===== config.mk =====
export PLATFORM = sky130hd
export DESIGN_NAME = memaccess_stage_hs
export DESIGN_NICKNAME = d
export VERILOG_FILES = /design/src/rtl/memaccess_stage_hs_pkg.sv /design/src/rtl/memaccess_lane_align.sv /design/src/rtl/memaccess_stage_hs.sv
export SDC_FILE = /design/constraint.sdc
export NUM_CORES = 1
export LEC_CHECK = 0
export BUFFER_PORTS_ARGS = -buffer_cell sky130_fd_sc_hd__buf_2
export CAP_MARGIN = 20
export CORE_AREA = 2 2 127 129
export CTS_BUF_LIST = sky130_fd_sc_hd__clkbuf_4
export DETAILED_ROUTE_END_ITERATION = 16
export DIE_AREA = 0 0 129 131
export GPL_ROUTABILITY_DRIVEN = 0
export GPL_TIMING_DRIVEN = 0
export MAX_ROUTING_LAYER = met4
export PLACE_DENSITY = 0.77
export SETUP_SLACK_MARGIN = 0.4
export SLEW_MARGIN = 20
export SYNTH_ARGS = -nofsm -noshare
export SYNTH_HDL_FRONTEND = slang
export SYNTH_SLANG_ARGS = --single-unit

===== constraint.sdc =====
create_clock -name clk -period 5.46 [get_ports clk]
set_input_delay 0 -clock clk [delete_from_list [all_inputs] [get_ports clk]]
set_output_delay 0 -clock clk [all_outputs]
set_load 0.02 [all_outputs]

===== src/rtl/memaccess_stage_hs_pkg.sv =====
// Shared constants for the MemoryAccess stage: decoded-op field positions,
// funct3 access codes, fault bit indices and the FSM state type.
package memaccess_stage_hs_pkg;

  localparam int OPLEN_DEF       = 8;
  localparam int FUNCT3_BIT_L    = 0;
  localparam int FUNCT3_BIT_M    = 2;
  localparam int DATA_MEM_RE_BIT = 3;
  localparam int DATA_MEM_WE_BIT = 4;

  localparam int FAULT_ALIGN = 0;
  localparam int FAULT_BUS   = 1;

  localparam logic [2:0] FUNCT3_B  = 3'd0;
  localparam logic [2:0] FUNCT3_H  = 3'd1;
  localparam logic [2:0] FUNCT3_W  = 3'd2;
  localparam logic [2:0] FUNCT3_D  = 3'd3;
  localparam logic [2:0] FUNCT3_BU = 3'd4;
  localparam logic [2:0] FUNCT3_HU = 3'd5;
  localparam logic [2:0] FUNCT3_WU = 3'd6;

  typedef enum logic {
    ST_IDLE = 1'b0,
    ST_WAIT = 1'b1
  } ma_state_e;

  function automatic logic [7:0] size_mask(input logic [1:0] sz);
    case (sz)
      2'd0:    return 8'h01;
      2'd1:    return 8'h03;
      2'd2:    return 8'h0F;
      default: return 8'hFF;
    endcase
  endfunction

endpackage


===== src/rtl/memaccess_lane_align.sv =====
// Combinational lane handling: byte enables, lane-shifted store data,
// load shift plus sign/zero extension, and the legality check.
module memaccess_lane_align
  import memaccess_stage_hs_pkg::*;
#(
  parameter int XLEN = 32
) (
  input  logic [2:0]        funct3,
  input  logic              is_store,
  input  logic [2:0]        addr_lo,
  input  logic [XLEN-1:0]   wdata_in,
  input  logic [XLEN-1:0]   rdata,
  output logic [XLEN/8-1:0] be,
  output logic [XLEN-1:0]   wdata,
  output logic [XLEN-1:0]   load_data,
  output logic              legal
);

  localparam int NB   = XLEN / 8;
  localparam int OFFW = $clog2(NB);

  logic [OFFW-1:0] off;
  logic [1:0]      sz;
  logic [NB-1:0]   mask_nb;
  logic [XLEN-1:0] rep;
  logic [XLEN-1:0] sh;

  assign off     = addr_lo[OFFW-1:0];
  assign sz      = funct3[1:0];
  assign mask_nb = NB'(size_mask(sz));
  assign be      = mask_nb << off;
  assign wdata   = rep << {off, 3'b000};

  always_comb begin
    legal = 1'b1;
    case (sz)
      2'd1:    if (addr_lo[0])          legal = 1'b0;
      2'd2:    if (addr_lo[1:0] != '0)  legal = 1'b0;
      2'd3:    if (addr_lo[2:0] != '0)  legal = 1'b0;
      default: ;
    endcase
    if (funct3 == 3'd7)
      legal = 1'b0;
    if (is_store && funct3[2])
      legal = 1'b0;
    // 32-bit datapath has no doubleword or unsigned-word accesses
    if ((XLEN == 32) && ((funct3 == FUNCT3_D) || (funct3 == FUNCT3_WU)))
      legal = 1'b0;
  end

  always_comb begin
    case (sz)
      2'd0:    rep = {NB{wdata_in[7:0]}};
      2'd1:    rep = {(NB/2){wdata_in[15:0]}};
      2'd2:    rep = {(NB/4){wdata_in[31:0]}};
      default: rep = wdata_in;
    endcase
  end

  always_comb begin
    sh = rdata >> {off, 3'b000};
    case (funct3)
      FUNCT3_B:  load_data = XLEN'($signed(sh[7:0]));
      FUNCT3_H:  load_data = XLEN'($signed(sh[15:0]));
      FUNCT3_W:  load_data = XLEN'($signed(sh[31:0]));
      FUNCT3_BU: load_data = XLEN'(sh[7:0]);
      FUNCT3_HU: load_data = XLEN'(sh[15:0]);
      FUNCT3_WU: load_data = XLEN'(sh[31:0]);
      default:   load_data = sh;
    endcase
  end

endmodule


===== src/rtl/memaccess_stage_hs.sv =====
// MemoryAccess stage with req/ack data bus, multi-cycle wait, timeout and fault latch.
//   state   | meaning
//   ST_IDLE | no transaction outstanding; request issued combinationally for a legal mem op
//   ST_WAIT | request held until ack or timeout
module memaccess_stage_hs
  import memaccess_stage_hs_pkg::*;
#(
  parameter int XLEN        = 32,
  parameter int OPLEN       = OPLEN_DEF,
  parameter int TIMEOUT_CYC = 255
) (
  input  logic              clk,
  input  logic              rst_n,
  input  logic              phase_memoryaccess,
  input  logic [OPLEN-1:0]  decoded_op_em,
  input  logic              jump_state_em,
  input  logic [4:0]        rdsel_em,
  input  logic [XLEN-1:0]   next_pc_em,
  input  logic [XLEN-1:0]   alu_out_em,
  input  logic [XLEN-1:0]   rs2data_em,
  output logic              dmem_req,
  output logic              dmem_we,
  output logic [XLEN/8-1:0] dmem_be,
  output logic [XLEN-1:0]   dmem_addr,
  output logic [XLEN-1:0]   dmem_wdata,
  input  logic              dmem_ack,
  input  logic [XLEN-1:0]   dmem_rdata,
  output logic [OPLEN-1:0]  decoded_op_mw,
  output logic              jump_state_mw,
  output logic [4:0]        rdsel_mw,
  output logic [XLEN-1:0]   next_pc_mw,
  output logic [XLEN-1:0]   alu_out_mw,
  output logic [XLEN-1:0]   mem_out_mw,
  output logic [1:0]        fault_mw,
  output logic              stall_memoryaccess
);

  localparam int OFFW = $clog2(XLEN / 8);

  ma_state_e       state, state_nxt;
  logic [7:0]      cnt;
  logic [2:0]      funct3;
  logic            load_en, store_en, mem_op, legal;
  logic            req_raw, done, bus_err;
  logic [XLEN-1:0] load_data;

  assign funct3   = decoded_op_em[FUNCT3_BIT_M:FUNCT3_BIT_L];
  assign load_en  = decoded_op_em[DATA_MEM_RE_BIT];
  assign store_en = decoded_op_em[DATA_MEM_WE_BIT];
  assign mem_op   = phase_memoryaccess & (load_en | store_en);

  memaccess_lane_align #(.XLEN(XLEN)) u_align (
    .funct3   (funct3),
    .is_store (store_en),
    .addr_lo  (alu_out_em[2:0]),
    .wdata_in (rs2data_em),
    .rdata    (dmem_rdata),
    .be       (dmem_be),
    .wdata    (dmem_wdata),
    .load_data(load_data),
    .legal    (legal)
  );

  always_ff @(posedge clk or negedge rst_n) begin
    if (!rst_n) begin
      state <= ST_IDLE;
      cnt   <= '0;
    end else begin
      state <= state_nxt;
      // cnt tracks request-high cycles, counting the issue cycle in IDLE
      if (state_nxt == ST_IDLE)
        cnt <= '0;
      else if (state == ST_IDLE)
        cnt <= 8'd1;
      else
        cnt <= cnt + 8'd1;
    end
  end

  always_comb begin
    state_nxt = state;
    req_raw   = 1'b0;
    done      = 1'b0;
    bus_err   = 1'b0;
    case (state)
      ST_IDLE: begin
        if (mem_op && legal) begin
          req_raw = 1'b1;
          if (dmem_ack) done = 1'b1;
          else          state_nxt = ST_WAIT;
        end
      end
      ST_WAIT: begin
        if (cnt == 8'(TIMEOUT_CYC)) begin
          done      = 1'b1;
          bus_err   = 1'b1;
          state_nxt = ST_IDLE;
        end else begin
          req_raw = 1'b1;
          if (dmem_ack) begin
            done      = 1'b1;
            state_nxt = ST_IDLE;
          end
        end
      end
      default: state_nxt = ST_IDLE;
    endcase
  end

  // Reset abandons any outstanding request immediately
  assign dmem_req           = req_raw & rst_n;
  assign dmem_we            = store_en & dmem_req;
  assign dmem_addr          = {alu_out_em[XLEN-1:OFFW], {OFFW{1'b0}}};
  assign stall_memoryaccess = mem_op & legal & ~done;

  always_ff @(posedge clk or negedge rst_n) begin
    if (!rst_n) begin
      decoded_op_mw <= '0;
      jump_state_mw <= 1'b0;
      rdsel_mw      <= '0;
      next_pc_mw    <= '0;
      alu_out_mw    <= '0;
      mem_out_mw    <= '0;
      fault_mw      <= '0;
    end else if (phase_memoryaccess && !stall_memoryaccess) begin
      decoded_op_mw         <= decoded_op_em;
      jump_state_mw         <= jump_state_em;
      rdsel_mw              <= rdsel_em;
      next_pc_mw            <= next_pc_em;
      alu_out_mw            <= alu_out_em;
      fault_mw[FAULT_BUS]   <= bus_err;
      fault_mw[FAULT_ALIGN] <= mem_op & ~legal;
      mem_out_mw            <= (load_en && done && !bus_err) ? load_data : '0;
    end
  end

endmodule


Word level (Yosys, flattened, before mapping)
Index checks and enable logic that the tools add are counted.

operators by class
  add/subtract/negate cells = 1
  equality and inequality tests = 10
  shift operators = 3
  multiplexer cells = 26
  bitwise gates (word level) = 10
  reductions and logical operators = 12

operator list
  operator                                             count
  case mux 32 bit (4 select lines)                     1
  case mux 32 bit (2 select lines)                     1
  two-way mux 32 bit                                   1
  << shifter 32 x 5 -> 32 bit                          1
  right shift 32 x 5 -> 32 bit                         1
  two-way mux 1 bit                                    16
  two-way mux 8 bit                                    2
  equality test 3 bit, second input constant           4
  case mux 4 bit (3 select lines)                      1
  adder 8 x 1 -> 8 bit, second input constant          1
  equality test 8 bit, second input constant           1
  AND 1 bit                                            6
  case mux 1 bit (2 select lines)                      3
  logical AND 1 bit                                    5
  equality test 2 bit, second input constant           2
  << shifter 4 x 2 -> 4 bit                            1
  equality test 3 x 1 -> 1 bit, second input constant  1
  equality test 3 x 2 -> 1 bit, second input constant  1
  logical NOT 3 bit                                    1
  NOT 1 bit                                            3
  case mux 1 bit (3 select lines)                      1
  nonzero test 3 bit                                   1
  equality test 2 x 1 -> 1 bit, second input constant  1
  logical NOT 1 bit                                    2
  4 further kinds                                      4

word-level totals
  flip-flop bits (word level) = 121
  bits of input ports = 146
  output and inout port bits = 183
  logic and storage cells = 71

Depth between registers and ports, before layout
Gate-level depths: netlist of run 1.

  word-level depth = 13
  mapped depth = 9
  depth with buffers taken out = 5

Modules after synthesis
A second synthesis of run 1 with hierarchy kept.

unflattened totals
  cells, all modules = 976
  area, all modules = 8464.4 um2

by module, submodules not included
  module                instances  cells an instance  area an instance (um2)  seq. area each (um2)
  memaccess_stage_hs    1          721                6577.6                  3027.9
  memaccess_lane_align  1          255                1886.8                  0.0

Worst setup path before layout of run 1
No wires, ideal clock.

  path kind = register -> register
  from = register cnt[0]
  to = register alu_out_mw[10]
  setup time = 125 ps
  arrival time = 2078 ps
  required time = 5335 ps
  setup slack = 3257 ps
  stages on the path, launching flop included = 10
  path buffers = 4
  clock period less this slack = 2203 ps
  path through = dfrtp_1 > ha_1 > and4_1 > and3_1 > clkbuf_1 > o31a_1 > buf_2 > buf_6 > buf_6 > mux2_4

on the way
  cells in the longest elaborated chain, start to end = 7

ends and longest elaborated chain
  item                             RTL line                   source
  from (decl)                      memaccess_stage_hs.sv:41   logic [7:0] cnt;
  from (signal assigned)           memaccess_stage_hs.sv:76   cnt <= cnt + 8'd1;
  equality test 8 bit              memaccess_stage_hs.sv:94   if (cnt == 8'(TIMEOUT_CYC)) begin
  two-way mux 1 bit                memaccess_stage_hs.sv:94
  case mux 1 bit (2 select lines)  memaccess_stage_hs.sv:85   case (state)
  NOT 1 bit                        memaccess_stage_hs.sv:114  assign stall_memoryaccess = mem_op & legal & ~done;
  AND 1 bit                        memaccess_stage_hs.sv:114
  logical NOT 1 bit                memaccess_stage_hs.sv:125  end else if (phase_memoryaccess && !stall_memoryaccess) begin
  logical AND 1 bit                memaccess_stage_hs.sv:125
  to (signal assigned)             memaccess_stage_hs.sv:130  alu_out_mw <= alu_out_em;
  to (decl)                        memaccess_stage_hs.sv:32   output logic [XLEN-1:0] alu_out_mw,

No other way between the ends.
A chain may end at the register's enable or synchronous reset.

Final worst setup path of run 1
  from = register cnt[0]
  to = output port dmem_req

on the way
  cells in the longest elaborated chain, start to end = 4

ends and longest elaborated chain
  item                             RTL line                   source
  equality test 8 bit              memaccess_stage_hs.sv:94
  two-way mux 1 bit                memaccess_stage_hs.sv:94
  case mux 1 bit (2 select lines)  memaccess_stage_hs.sv:85
  AND 1 bit                        memaccess_stage_hs.sv:111  assign dmem_req = req_raw & rst_n;
  to (decl)                        memaccess_stage_hs.sv:21   output logic dmem_req,

No other way between the ends.

==> results.json, run 1 <==
{
  "clk_latency_ns": 0.53,
  "setup_viol": 0,
  "numCtsBuffers": 17,
  "clock.fmax_mhz": 357,
  "post_cts_buffers": 0,
  "final_common_cell": "buf_2",
  "ant_nets": 0,
  "vdd_drop_max_mv": 0.241,
  "synthArstFlopShare_pct": 100,
  "startpoint_type": "flip-flop",
  "fin_cells": 1246,
  "cts-root-buf": "clkbuf_4",
  "cts-resized-gates": 0,
  "dieArea_sq_mm": 0.0169,
  "path_max_fanout": 10,
  "ys_ff_latch": 121,
  "grt_pass1_vias": 6521,
  "placed_cells": 1113,
  "dp_hpwl_um": 16500,
  "synth-edff-count": 0,
  "layout.nets": 1163,
  "vias_per_cell": 5.17,
  "p_comb_share_pct": 30.4,
  "grt_first_pass_wirelength_um": 34700,
  "power.net_switching_mw": 0.793,
  "final.setup.tns_ns": 0,
  "coreArea_sq_mm": 0.0156,
  "p_int_mw": 1.56,
  "p_seq_share_pct": 43.0,
  "vias": 6445,
  "ys_warn_count": 0,
  "maxCapViolations": 0,
  "final_util_pct": 63.3,
  "die_h_um": 131,
  "areaGrowthSynthToFinish_pct": 48.0,
  "initial_core_util_pct": 42.8,
  "rows": 46,
  "ios": 329,
  "critPathArrivalTime_ns": 2.80,
  "synth_area_per_cell_sq_um": 11.6,
  "yosysSeqAreaShare_pct": 45.4,
  "outcome": "completed",
  "synth_cell_types": 50,
  "cpLargestDelayFamily": "compound AO/OA/AOI/OAI gates",
  "layout_common_cells": "buf_2, dfrtp_1, dlygate4sd3_1",
  "power_density_mw_per_mm2": 238,
  "gr-usage-all-layers_pct": 27.7,
  "finClkSkew_ns": 0.0208,
  "p_total_mw": 2.36,
  "syn-cell-area_sq_mm": 0.00667,
  "power.leakage_nw": 4.88,
  "die_w_um": 129,
  "clk_path_buf_depth": 2,
  "final_max_slew_viol_count": 0,
  "cts_tree": "built",
  "critPathCaptureType": "output pin",
  "slew_headroom_pct": 30.9,
  "synth_ff_type": "dfrtp_1",
  "cp_slowest_cell": "a21boi_1",
  "pwr-share-clk_pct": 26.6,
  "hold_viol_final": 0,
  "worst_slew_pin_slew_ns": 1.02,
  "critPathBufInv": 2,
  "first_pass_iters": 5,
  "p_sw_share_pct": 33.7,
  "cts_sinks": 121,
  "post-route-min-period_ns": 2.80,
  "routedWlPerCell_um": 18.6,
  "clk_pin_slew_ns": 0.10,
  "grt_overflow_total": 0,
  "crit_required_ns": 5.46,
  "syn_inst": 574,
  "drc": 0,
  "crit_type": "flip-flop to output pin",
  "htreeDepth": 4,
  "layout-drive-gt1-share_pct": 49.2,
  "grt_setup_unrepaired": "false",
  "grt_max_degree": 66,
  "crit_chain": "ha_1 -> and4_1 -> a21boi_1 -> nor2_1 -> clkbuf_1 -> nor2b_1 -> buf_2",
  "worst_path_largest_cell_delay_ns": 0.59,
  "hold_class": "input pin to flip-flop",
  "drt-total-wl_um": 23200,
  "antenna_found_initial": 1,
  "drt_iter0_drc": 289,
  "timing.final.crit_share_pct": 51.3,
  "io_buffers": 321
}
cells by family (layout without fill, tap and decap cells):
family	count (synthesis)	after routing	share of synthesized area (%)
AOI/OAI and AO/OA	114	114	12.7
muxes	142	142	26.1
buffers and inverters	97	550	8.04
adders and majority gates	1	1	0.187
other	1	4	0.0562
xor gates and xnor gates	7	7	0.919
DFF	121	121	45.4
and+or+nand+nor	91	91	6.64
power by group through the flow:
stage | logic [mW] | registers, mW | clock network [mW]
floorplan | 0.296 | 1.12 | 0
global placement | 0.636 | 1.02 | 0
detailed placement | 0.648 | 1.03 | 0
CTS | 0.709 | 1.01 | 0.639
global route | 0.759 | 1.02 | 0.677
finish | 0.717 | 1.01 | 0.627
metrics by stage:
| stage | hold slack [ns] | setup slack [ns] | instance area, sq um |
|---|---|---|---|
| floorplan | -0.296 | 3.26 | 6680 |
| global placement | 0.232 | 2.82 | 8550 |
| detailed placement | 0.00591 | 2.89 | 8590 |
| CTS | 0.0186 | 2.60 | 9870 |
| global route | 0.0245 | 2.37 | 9870 |
| finish | 0.0297 | 2.66 | 9880 |
Yosys cell counts (all sizes together), types with 10 or more instances:
cell | instances | area share [%]
mux2 | 95 | 17
nand2 | 21 | 1.2
nor2b | 13 | 1.2
mux2i | 38 | 5.7
nor2 | 31 | 1.7
o2bb2ai | 23 | 3.0
clkbuf | 23 | 1.3
dfrtp | 121 | 45
a21oi | 25 | 1.9
buf | 54 | 5.6
a21o | 10 | 1.1
inv | 20 | 1.1
and2 | 10 | 0.94
a211oi | 10 | 1.1
worst paths after layout:
| kind | from | end | slack (ns) | depth (start not counted) |
|---|---|---|---|---|
| max reg2reg | cnt[0]$_DFF_PN0_ | decoded_op_mw[2]$_DFFE_PN0P_ | 2.71 | 7 |
| max in group asynchronous | rst_n | decoded_op_mw[3]$_DFFE_PN0P_ | 4.43 | 4 |
| max | cnt[0]$_DFF_PN0_ | dmem_req | 2.66 | 7 |
| min in group asynchronous | rst_n | mem_out_mw[6]$_DFFE_PN0P_ | 0.46 | 3 |
| min reg2reg | mem_out_mw[26]$_DFFE_PN0P_ | mem_out_mw[26]$_DFFE_PN0P_ | 0.50 | 1 |
| min | dmem_rdata[0] | mem_out_mw[0]$_DFFE_PN0P_ | 0.03 | 5 |
worst reg2reg max path, stage by stage, from the launching register on:
cell	delay (ns)
dfrtp_1	0.42
ha_1	0.24
and4_1	0.24
and3_1	0.17
clkbuf_1	0.17
o31ai_4	0.46
mux2_2	0.40
dlygate4sd3_1	0.56
flip-flops by register name, indices dropped and copies added, names as in the netlist:
name / cells
decoded_op_mw: 8
next_pc_mw: 32
jump_state_mw: 1
cnt: 8
mem_out_mw: 32
rdsel_mw: 5
fault_mw: 2
alu_out_mw: 32
state: 1
per-layer routing:
layer	track usage [%]	routed length (um)	vias to the layer above
met5	-	0	-
met4	9.59	583	0
met3	6.35	1720	45
met2	48.2	12000	339
met1	31.5	8880	3127
li1	-	-	2934
final cells by class:
class / instances / area, sq um
Clock inverter: 13 / 130
Timing Repair Buffer: 422 / 2660
Fill cell: 1235 / 5720
Antenna cell: 2 / 5.00
Sequential cell: 121 / 3030
Clock buffer: 18 / 135
Buffer: 77 / 462
Inverter: 20 / 75.1
Multi-Input combinational cell: 357 / 3110
Tap cell: 216 / 270
what timing repair did:
item / CTS / global route
endpoints found under the hold margin: 223 / 0
setup endpoints to repair: 0 / 0
hold buffers: 100 / 0
Note: power is estimated with default switching activity, not from simulation.
==> run 2: changes to the inputs <==
--- a/config.mk
+++ b/config.mk
@@ -5,16 +5,17 @@
 export SDC_FILE = /design/constraint.sdc
 export NUM_CORES = 1
 export LEC_CHECK = 0
+export ABC_AREA = 1
 export BUFFER_PORTS_ARGS = -buffer_cell sky130_fd_sc_hd__buf_2
 export CAP_MARGIN = 20
-export CORE_AREA = 2 2 127 129
+export CORE_AREA = 2 2 130 132
 export CTS_BUF_LIST = sky130_fd_sc_hd__clkbuf_4
 export DETAILED_ROUTE_END_ITERATION = 16
-export DIE_AREA = 0 0 129 131
+export DIE_AREA = 0 0 132 134
 export GPL_ROUTABILITY_DRIVEN = 0
 export GPL_TIMING_DRIVEN = 0
 export MAX_ROUTING_LAYER = met4
-export PLACE_DENSITY = 0.77
+export PLACE_DENSITY = 0.75
 export SETUP_SLACK_MARGIN = 0.4
 export SLEW_MARGIN = 20
 export SYNTH_ARGS = -nofsm -noshare
==> constraint.sdc (replaced) <==
create_clock -name clk -period 2.26 [get_ports clk]
set_input_delay 0 -clock clk [delete_from_list [all_inputs] [get_ports clk]]
set_output_delay 0 -clock clk [all_outputs]
set_load 0.02 [all_outputs]
==> run 2 against run 1 <==
Register-to-register slack worse by 2.2 ns. Critical path type unchanged. Critical endpoint is now dmem_we. Flip-flop and latch count unchanged. Clock skew down 0.0021 ns. Highest routed layer unchanged. Worst hold slack better by 0.0051 ns.
==> results.json, run 2 <==
{
  "outcome": "completed",
  "numCtsBuffers": 17,
  "final_max_slew_viol_count": 0,
  "finClkSkew_ns": 0.0187,
  "vdd_drop_max_mv": 0.405,
  "crit_required_ns": 2.26,
  "worstHoldEndpoint": "mem_out_mw[31]$_DFFE_PN0P_",
  "syn-cell-area_sq_mm": 0.00643,
  "power_density_mw_per_mm2": 549,
  "synthTopCellsByCount": "nand2_1, dfrtp_1, nor2_1",
  "vias": 8007,
  "post-route-min-period_ns": 1.78,
  "clk_path_buf_depth": 2,
  "reg.largest.list": "alu_out_mw: 32 flops, mem_out_mw: 32 flops, next_pc_mw: 32 flops",
  "path_max_fanout": 4,
  "drc": 0,
  "fillers": 1414,
  "synth-edff-count": 0,
  "syn_inst": 885,
  "r2r-start": "cnt[0]$_DFF_PN0_",
  "synth_most_common_cell": "nand2_1",
  "layout-drive-gt1-share_pct": 33.2,
  "reg2reg_slack_ns": 0.48,
  "dpl_cell_area_sq_mm": 0.00836,
  "synth_cell_types": 34,
  "clk_latency_ns": 0.51,
  "p_int_mw": 3.67,
  "grt_busiest_layer": "met2",
  "grt_first_pass_wirelength_um": 39200,
  "routedWlPerCell_um": 16.5,
  "ff_latch_area_sq_mm": 0.00303,
  "ant_nets": 0,
  "grt_use_met3_pct": 5.52,
  "grt_setup_unrepaired": "false",
  "post-synth-top-area-cell": "dfrtp_1",
  "gr-usage-all-layers_pct": 28.8,
  "r2r-end": "mem_out_mw[17]$_DFFE_PN0P_",
  "initial_core_util_pct": 39.5,
  "p_comb_share_pct": 30.7,
  "use_met2_pct": 45.3,
  "p_total_mw": 5.62,
  "power.net_switching_mw": 1.95,
  "synth_top_area_share_pct": 47.1,
  "critPathArrivalTime_ns": 1.78,
  "clk_pin_slew_ns": 0.11,
  "r2r_cells": 12,
  "antenna_found_initial": 3,
  "met1_usage_pct": 36.5,
  "cts_sinks": 121,
  "htreeDepth": 4,
  "setup_viol": 0,
  "areaGrowthSynthToFinish_pct": 59.1,
  "layout.nets": 1509,
  "first_pass_iters": 8,
  "slew_headroom_pct": 54.5,
  "synth_ff_type": "dfrtp_1",
  "grt_overflow_total": 0,
  "drt-total-wl_um": 26400,
  "multi_input_area_sq_mm": 0.00286,
  "dieArea_sq_mm": 0.0177,
  "io_buffers": 323,
  "grt_max_degree": 71,
  "synth_area_per_cell_sq_um": 7.27,
  "drt_iter0_drc": 798,
  "ys_ff_latch": 121,
  "ys_warn_count": 0,
  "stdcell_area_sq_mm": 0.0102,
  "worst_slew_pin_slew_ns": 0.681,
  "maxCapViolations": 0,
  "crit_type": "flip-flop to output pin",
  "vias_per_cell": 5.01,
  "pwr-share-clk_pct": 26.3,
  "ios": 329,
  "clock.fmax_mhz": 562,
  "p_sw_share_pct": 34.7,
  "cts_tree": "built",
  "p_seq_share_pct": 43.0,
  "grt_pass1_vias": 7650,
  "timing.final.crit_share_pct": 78.8,
  "synth_area_leaders": "dfrtp_1, nand2_1, buf_4",
  "setup.worst_path.start": "cnt[0]$_DFF_PN0_",
  "power.leakage_nw": 5.78,
  "final_common_cell": "nand2_1",
  "worstHoldStart": "dmem_rdata[31]",
  "hold_viol_final": 0,
  "synthArstFlopShare_pct": 100,
  "coreArea_sq_mm": 0.0163,
  "dp_hpwl_um": 17600,
  "die_w_um": 132,
  "cts-root-buf": "clkbuf_4",
  "yosysSeqAreaShare_pct": 47.1,
  "critPathCaptureType": "output pin",
  "startpoint_type": "flip-flop",
  "die_h_um": 134,
  "hold_depth": 5,
  "layout_common_cells": "nand2_1, buf_2, dfrtp_1",
  "rows": 47,
  "hold_class": "input pin to flip-flop"
}
## run 2: changes by cell type after synthesis, moves of 11 or more
cell	previous run	this run
buf_2	9	20
inv_1	19	31
mux2_2	70	0
mux2_4	24	0
mux2i_1	38	0
nand2_1	21	422
nand3_1	3	40
nor2_1	31	59
nor2b_1	13	0
o211ai_1	8	20
o21ai_0	9	42
o2bb2ai_1	23	0
## run 2: power groups by stage
stage               combinational [mW]  sequential, mW  clock [mW]
floorplan                        0.609            2.65           0
global placement                  1.40            2.45           0
detailed placement                1.42            2.45           0
CTS                               1.62            2.41        1.51
global route                      1.85            2.44        1.60
finish                            1.72            2.42        1.48
## run 2: cell families (layout without fill, tap and decap cells)
| kind of cell | count (synthesis) | in the layout | share of synthesized area [%] |
|---|---|---|---|
| buffers and inverters | 118 | 607 | 9.49 |
| DFF | 121 | 121 | 47.1 |
| other | 1 | 5 | 0.0583 |
| xor gates and xnor gates | 3 | 3 | 0.408 |
| and+or+nand+nor | 538 | 538 | 33.2 |
| adders and majority gates | 1 | 1 | 0.194 |
| AOI/OAI and AO/OA | 103 | 103 | 9.61 |
## run 2: worst max-delay path by stage
stage	endpoint	cells after the start	slack (ns)
after global placement	dmem_we	4	-0.43
final	dmem_we	7	0.48
after global routing	dmem_we	7	0.39
after floorplan	alu_out_mw[10]$_DFFE_PN0P_	11	0.44
after detailed placement	alu_out_mw[2]$_DFFE_PN0P_	11	0.05
after CTS	next_pc_mw[2]$_DFFE_PN0P_	11	0.39
## run 2: through the flow
stage | utilization [%] | std cells | TNS [ns] | setup WS [ns] | hold WS (ns)
floorplan | - | 886 | 0 | 0.438 | -0.296
global placement | 51.1 | 1429 | -42.74 | -0.434 | 0.195
detailed placement | 51.3 | 1430 | 0 | 0.0510 | -0.0131
CTS | 60.9 | 1583 | 0 | 0.389 | -0.0331
global route | 62.8 | 1598 | 0 | 0.388 | 0.0294
finish | 62.8 | 1598 | 0 | 0.480 | 0.0349
## run 2: critical path, stage by stage, from the launching register on
cell and delay (ns):
dfrtp_1 0.43, ha_4 0.18, nand2_4 0.07, nor2_4 0.05
nand3_4 0.08, nand2_1 0.10, nor3_2 0.16, buf_2 0.20
## run 2: timing repair
item                                   4_1_cts  5_1_grt
resized for setup                           25       29
setup endpoints to repair                  115      126
endpoints found under the hold margin      230       10
setup buffers                                8        4
pin swaps                                    5        5
hold buffers                               113        3
cloned                                       0        5
## run 2: cell type report
class	instances	share of cell area, %
clock buffers	18	1.32
inverters	36	1.33
multi-input cells	647	27.9
plain buffers	82	5.59
repair buffers	457	30.2
flip-flops and latches	121	29.6
clock inverters	14	1.30
well taps	220	2.69
diodes	3	0.0733
## run 2: routing by layer
metal	vias up	share of wire (%)
li1	3736	-
met1	3722	40
met2	461	48
met3	88	8.0
met4	0	4.1
met5	-	0
